<file path="src/rtl/pkt_maker_tx.sv">
// Transmit sequencer: streams header words from the header block, then generated payload words.
// Optional auto-trigger timer is built when PKT_MAKER_TIMER_EN is defined.
module pkt_maker_tx #(
  parameter int unsigned DATA_WIDTH         = 64,
  parameter int unsigned CTRL_WIDTH         = DATA_WIDTH / 8,
  parameter int unsigned HEADER_LENGTH      = 7,
  parameter int unsigned HEADER_LENGTH_SIZE = 3,
  parameter int unsigned NUM_WORDS_PAYLOAD  = 8,
  parameter int unsigned PERIOD_CYCLES      = 125000
) (
  input  logic                          clk,
  input  logic                          reset,
  input  logic                          enable,
  input  logic                          tx_trigger,
  output logic [HEADER_LENGTH_SIZE-1:0] header_word_number,
  input  logic [DATA_WIDTH-1:0]         header_data,
  input  logic [CTRL_WIDTH-1:0]         header_ctrl,
  output logic                          evt_pkt_sent,
  output logic [DATA_WIDTH-1:0]         out_data,
  output logic [CTRL_WIDTH-1:0]         out_ctrl,
  output logic                          out_wr,
  input  logic                          out_rdy,
  output logic                          trig_dropped
);

  localparam int unsigned CNT_W = 16;
  localparam logic [CNT_W-1:0] HDR_LAST = CNT_W'(HEADER_LENGTH - 1);
  localparam logic [CNT_W-1:0] PAY_LAST = CNT_W'(NUM_WORDS_PAYLOAD - 1);

  typedef enum logic [1:0] {IDLE, HDR, PAYLOAD} state_t;

  state_t                  state, state_n;
  logic [CNT_W-1:0]        word_cnt, word_cnt_n;
  logic [31:0]             seq_num, seq_num_n;
  logic                    pending, pending_n;
  logic                    out_wr_n, evt_n, drop_n;
  logic [DATA_WIDTH-1:0]   out_data_n;
  logic [CTRL_WIDTH-1:0]   out_ctrl_n;
  logic                    trig;

`ifdef PKT_MAKER_TIMER_EN
  // Free-running period counter; held at reload while generation is disabled
  logic [31:0] timer;
  logic        tick;

  assign tick = enable && (timer == 32'd0);

  always_ff @(posedge clk) begin
    if (reset || !enable || (timer == 32'd0))
      timer <= 32'(PERIOD_CYCLES - 1);
    else
      timer <= timer - 32'd1;
  end

  assign trig = tx_trigger | tick;
`else
  logic [31:0] unused_period;
  assign unused_period = 32'(PERIOD_CYCLES);
  assign trig = tx_trigger;
`endif

  assign header_word_number = (state == HDR) ? HEADER_LENGTH_SIZE'(word_cnt) : '0;

  // Next-state and next-output decode
  always_comb begin
    state_n    = state;
    word_cnt_n = word_cnt;
    seq_num_n  = seq_num;
    pending_n  = pending;
    out_wr_n   = 1'b0;
    out_data_n = out_data;
    out_ctrl_n = out_ctrl;
    evt_n      = 1'b0;
    drop_n     = trig && (pending || !enable);

    if (trig && !pending && enable)
      pending_n = 1'b1;

    case (state)
      IDLE: begin
        if (pending && enable) begin
          pending_n  = 1'b0;
          word_cnt_n = '0;
          state_n    = HDR;
        end
      end
      HDR: begin
        if (out_rdy) begin
          out_wr_n   = 1'b1;
          out_data_n = header_data;
          out_ctrl_n = header_ctrl;
          if (word_cnt == HDR_LAST) begin
            word_cnt_n = '0;
            state_n    = PAYLOAD;
          end else begin
            word_cnt_n = word_cnt + CNT_W'(1);
          end
        end
      end
      PAYLOAD: begin
        if (out_rdy) begin
          out_wr_n   = 1'b1;
          out_data_n = DATA_WIDTH'({seq_num, 16'h0000, word_cnt});
          out_ctrl_n = (word_cnt == PAY_LAST) ? CTRL_WIDTH'(1) : '0;
          if (word_cnt == PAY_LAST) begin
            evt_n      = 1'b1;
            seq_num_n  = seq_num + 32'd1;
            word_cnt_n = '0;
            state_n    = IDLE;
          end else begin
            word_cnt_n = word_cnt + CNT_W'(1);
          end
        end
      end
      default: state_n = IDLE;
    endcase
  end

  always_ff @(posedge clk) begin
    if (reset) begin
      state        <= IDLE;
      word_cnt     <= '0;
      seq_num      <= '0;
      pending      <= 1'b0;
      out_wr       <= 1'b0;
      out_data     <= '0;
      out_ctrl     <= '0;
      evt_pkt_sent <= 1'b0;
      trig_dropped <= 1'b0;
    end else begin
      state        <= state_n;
      word_cnt     <= word_cnt_n;
      seq_num      <= seq_num_n;
      pending      <= pending_n;
      out_wr       <= out_wr_n;
      out_data     <= out_data_n;
      out_ctrl     <= out_ctrl_n;
      evt_pkt_sent <= evt_n;
      trig_dropped <= drop_n;
    end
  end

endmodule
</file>
<file path="config.mk">
export PLATFORM = sky130hd
export DESIGN_NAME = pkt_maker_tx
export DESIGN_NICKNAME = d
export VERILOG_FILES = /design/src/rtl/pkt_maker_tx.sv
export SDC_FILE = /design/constraint.sdc
export NUM_CORES = 1
export LEC_CHECK = 0
export ABC_AREA = 1
export BUFFER_PORTS_ARGS = -buffer_cell sky130_fd_sc_hd__buf_2
export CORE_ASPECT_RATIO = 1.5
export CORE_UTILIZATION = 52
export CTS_CLUSTER_SIZE = 10
export DETAILED_ROUTE_END_ITERATION = 10
export PLACE_DENSITY_LB_ADDON = 0.12
export REMOVE_ABC_BUFFERS = 1
export SLEW_MARGIN = 20
export SYNTH_ARGS = -nofsm -noshare
export SYNTH_HDL_FRONTEND = slang
export SYNTH_SLANG_ARGS = --single-unit
</file>
<file path="constraint.sdc">
create_clock -name clk -period 2.3 [get_ports clk]
set_input_delay 0 -clock clk [delete_from_list [all_inputs] [get_ports clk]]
set_output_delay 0 -clock clk [all_outputs]
set_load 0.03 [all_outputs]
</file>
==> metrics.csv <==
stage,metric,value,unit
outcome,status,completed,
timing,max frequency,502,MHz
timing,RSZ-0062 raised after global routing,no,
yosys,Netlist cell types,27,
global_route,largest net degree at the start of global routing,72,
floorplan,Initial Utilization,0.537,
hold_path,Hold Path Class,primary input to flip-flop,
setup_path,"delay-heaviest family, CP",buffers and inverters,
detailed_routing,post-detailed-route DRC marker count,0,
floorplan,Chip Width,89.5,um
yosys,"Top FF cell, synth",dfxtp_1,
power,static leakage,3.52,nW
yosys,ys async rst share,0,
cts,Post-CTS Setup Repair Bufs,0,
yosys,synth top area cells,"dfxtp_1 42%, nand2_1 20%, nor2_1 6.9%",
finish,diode count,0,
floorplan,Row Count,47,
finish,fin cells,1267,
floorplan,num ports,155,
floorplan,die span in y,133,um
global_route,initial antenna violation count,0,
timing,Final Max Tran Viols,0,
placement,gp weighted congestion,0.928,
setup_path,crit path DAT,2.29,ns
cts,clock sinks,126,
timing,endpoints failing setup,0,
detailed_routing,final wirelength,17.1,mm
setup_path,reg2reg path depth,11,
cts,cts bufs inserted,17,
setup_path,RR Endpoint,word_cnt[2],
cts,"Clk Latency, worst-skew pair",0.41,ns
hold_path,hold path cells,3,
finish,ratio of cells with drive above 1 in the final layout,0.187,
timing,final hold violations,0,
yosys,register area share after synthesis,0.422,
timing,slew of the pin with the lowest slew margin,0.745,ns
setup_path,Worst Setup End Kind,flip-flop,
finish,nets@finish,1191,
yosys,number of synthesized flops with an enable pin,0,
finish,P&R area growth vs syn,37.8,%
yosys,"FF+latch count, synth",126,
setup_path,CP Depth,11,
setup_path,Reg2Reg Setup Slack,0.31,ns
power,Power Dens Cells,966,nW/um2
setup_path,crit path from,state[1],
job,maxcap violations,0,
cts,Root Driver,clkbuf_16,
setup_path,type of element launching the critical path,flip-flop,
timing,min Tclk post-route,1.99,ns
cts,CTS HTree Levels,4,
yosys,share of the synthesized area in the top cell type,0.422,
yosys,yosys warns,0,
global_route,GRT Overall Usage,0.296,
cts,Worst-path clk slew,0.06,ns
yosys,Syn Area/Cell,6.73,um2
setup_path,crit path max-delay cell type,dfxtp_1,
setup_path,worst path required time,2.60,ns
detailed_routing,via count,6554,
detailed_routing,wire per inst,13.5,um
hold_path,Hold Path End,evt_pkt_sent,
yosys,Post-Synthesis Cells,888,
global_route,remaining global-route overflow,0,
setup_path,RR Startpoint,state[1],
yosys,synthesized area,5970,um2
setup_path,CP Cell Sequence,"inv_1, ha_1, inv_1, nand2_1, nand2_1, nand2_1, inv_1, nand2_1, nand2_1, buf_4, nor2_1",
setup_path,Most Frequent Cell on Critical Path,nand2_1,
global_route,first-pass GRT wire length,27.5,mm
setup_path,Worst path max stage delay,0.37,ns
timing,Clock Skews,0.00981,ns
timing,Tcrit/Tclk final,0.866,
hold_path,Worst Hold Launch,reset,
power,VDD IR max,0.605,mV
yosys,"count leader, synth",nand2_1,
yosys,Synth area leader,dfxtp_1,
setup_path,"critical path fanouts, max",15,
global_route,vias in the first global route,6229,
yosys,synth cell count leaders,"321 x nand2_1, 126 x dfxtp_1, 109 x nor2_1",
placement,Detailed Place HPWL,10.8,mm
timing,Hold WS,0.171,ns
timing,Slew HR,0.503,
floorplan,Die ar.,11900,um2
detailed_routing,1st-iter DRT viols,318,
detailed_routing,First-pass DRT Iterations,5,
cts,Clock Path Buffers,2,
power,total power,7.95,mW
cts,CTS tree,built,
placement,Cells after DPL,1159,
detailed_routing,ANT nets after route,0,
setup_path,CP Buf/Inv Count,4,
floorplan,Core Footprint,11100,um2
setup_path,crit path kind,flip-flop to flip-flop,
placement,# port buffers,154,
detailed_routing,via/cell ratio,5.17,
==> placed cells by master, fill, tap and decap left out, types with 2 or more instances in the layout <==
cell and n:
nand2_1 321, nand3_1 40, o21ai_0 55, a31oi_1 48, inv_2 2, bufinv_16 4
dfxtp_1 126, dlygate4sd3_1 76, clkinv_4 3, nand4_1 4, nor3_1 6, xor2_1 15
ha_1 6, inv_6 2, inv_1 32, clkinv_2 4, buf_2 154, buf_4 14
nand3b_1 15, a21oi_1 52, nor2_1 109, clkbuf_16 17, and3_1 2, nor2_2 2
clkinvlp_4 3
==> stage by stage <==
| stage | setup slack (ns) | cell area, um2 | TNS [ns] | utilization |
|---|---|---|---|---|
| 4_1_cts | 0.315 | 8230 | 0 | 0.741 |
| 3_5_place_dp | 0.355 | 6850 | 0 | 0.616 |
| 6_report | 0.309 | 8230 | 0 | 0.741 |
| 5_1_grt | 0.0599 | 8230 | 0 | 0.741 |
| 3_3_place_gp | 0.430 | 6850 | 0 | 0.616 |
| 2_1_floorplan | -2.11 | 5770 | -171.63 | - |
==> report_power, final <==
group,switching [mW],total (mW),leakage (nW),internal [mW]
registers,0.187,2.76,1.02,2.57
logic,1.65,2.37,2.20,0.711
clock network,1.02,2.83,0.296,1.81
==> registers in the layout, summed over array words and instances (netlist names) <==
| name | flops |
|---|---|
| out_data | 64 |
| seq_num | 32 |
| word_cnt | 16 |
| out_ctrl | 8 |
| state | 2 |
| evt_pkt_sent | 1 |
| out_wr | 1 |
| pending | 1 |
| trig_dropped | 1 |
==> cells by family (layout without fill, tap and decap cells) <==
group,count (synthesis),count (layout),synth area share
adders and majority gates,7,7,0.0147
AOI/OAI and AO/OA,157,157,0.142
and+or+nand+nor,501,501,0.340
buffers and inverters,82,314,0.0587
DFF,126,126,0.422
xor gates and xnor gates,15,15,0.0220
==> layer usage <==
metal	global-route usage	up-vias	routed length, um
met5	0	-	0
met4	0.160	0	613
met3	0.0595	48	606
met2	0.545	191	9170
met1	0.300	2985	6660
li1	-	3330	-
==> repair_timing <==
item	in CTS	in global routing
resized for setup	0	0
hold buffers	76	0
endpoints found under the hold margin	75	0
==> how the worst max path moves through the flow <==
stage	to	slack, ns
after floorplan	out_data[0]	-2.11
after global placement	word_cnt[10]	0.43
after detailed placement	word_cnt[15]	0.35
after CTS	word_cnt[15]	0.32
after global routing	word_cnt[15]	0.06
final	word_cnt[2]	0.31
==> worst reg2reg max path: stages, from the launching register on <==
cell     delay, ns
dfxtp_1       0.37
inv_1         0.09
ha_1          0.24
inv_1         0.10
nand2_1       0.07
nand2_1       0.09
nand2_1       0.15
inv_1         0.31
nand2_1       0.13
nand2_1       0.07
buf_4         0.20
nor2_1        0.06
==> final cells by class <==
cell class,count,area [um2]
clock inverter,14,193
clock buffer,18,429
sequential,126,2520
tap,147,184
fill,889,2880
multi-input combinational,680,3100
timing repair buffer,245,1660
inverter,37,145
Note: power is estimated with default switching activity, not from simulation.
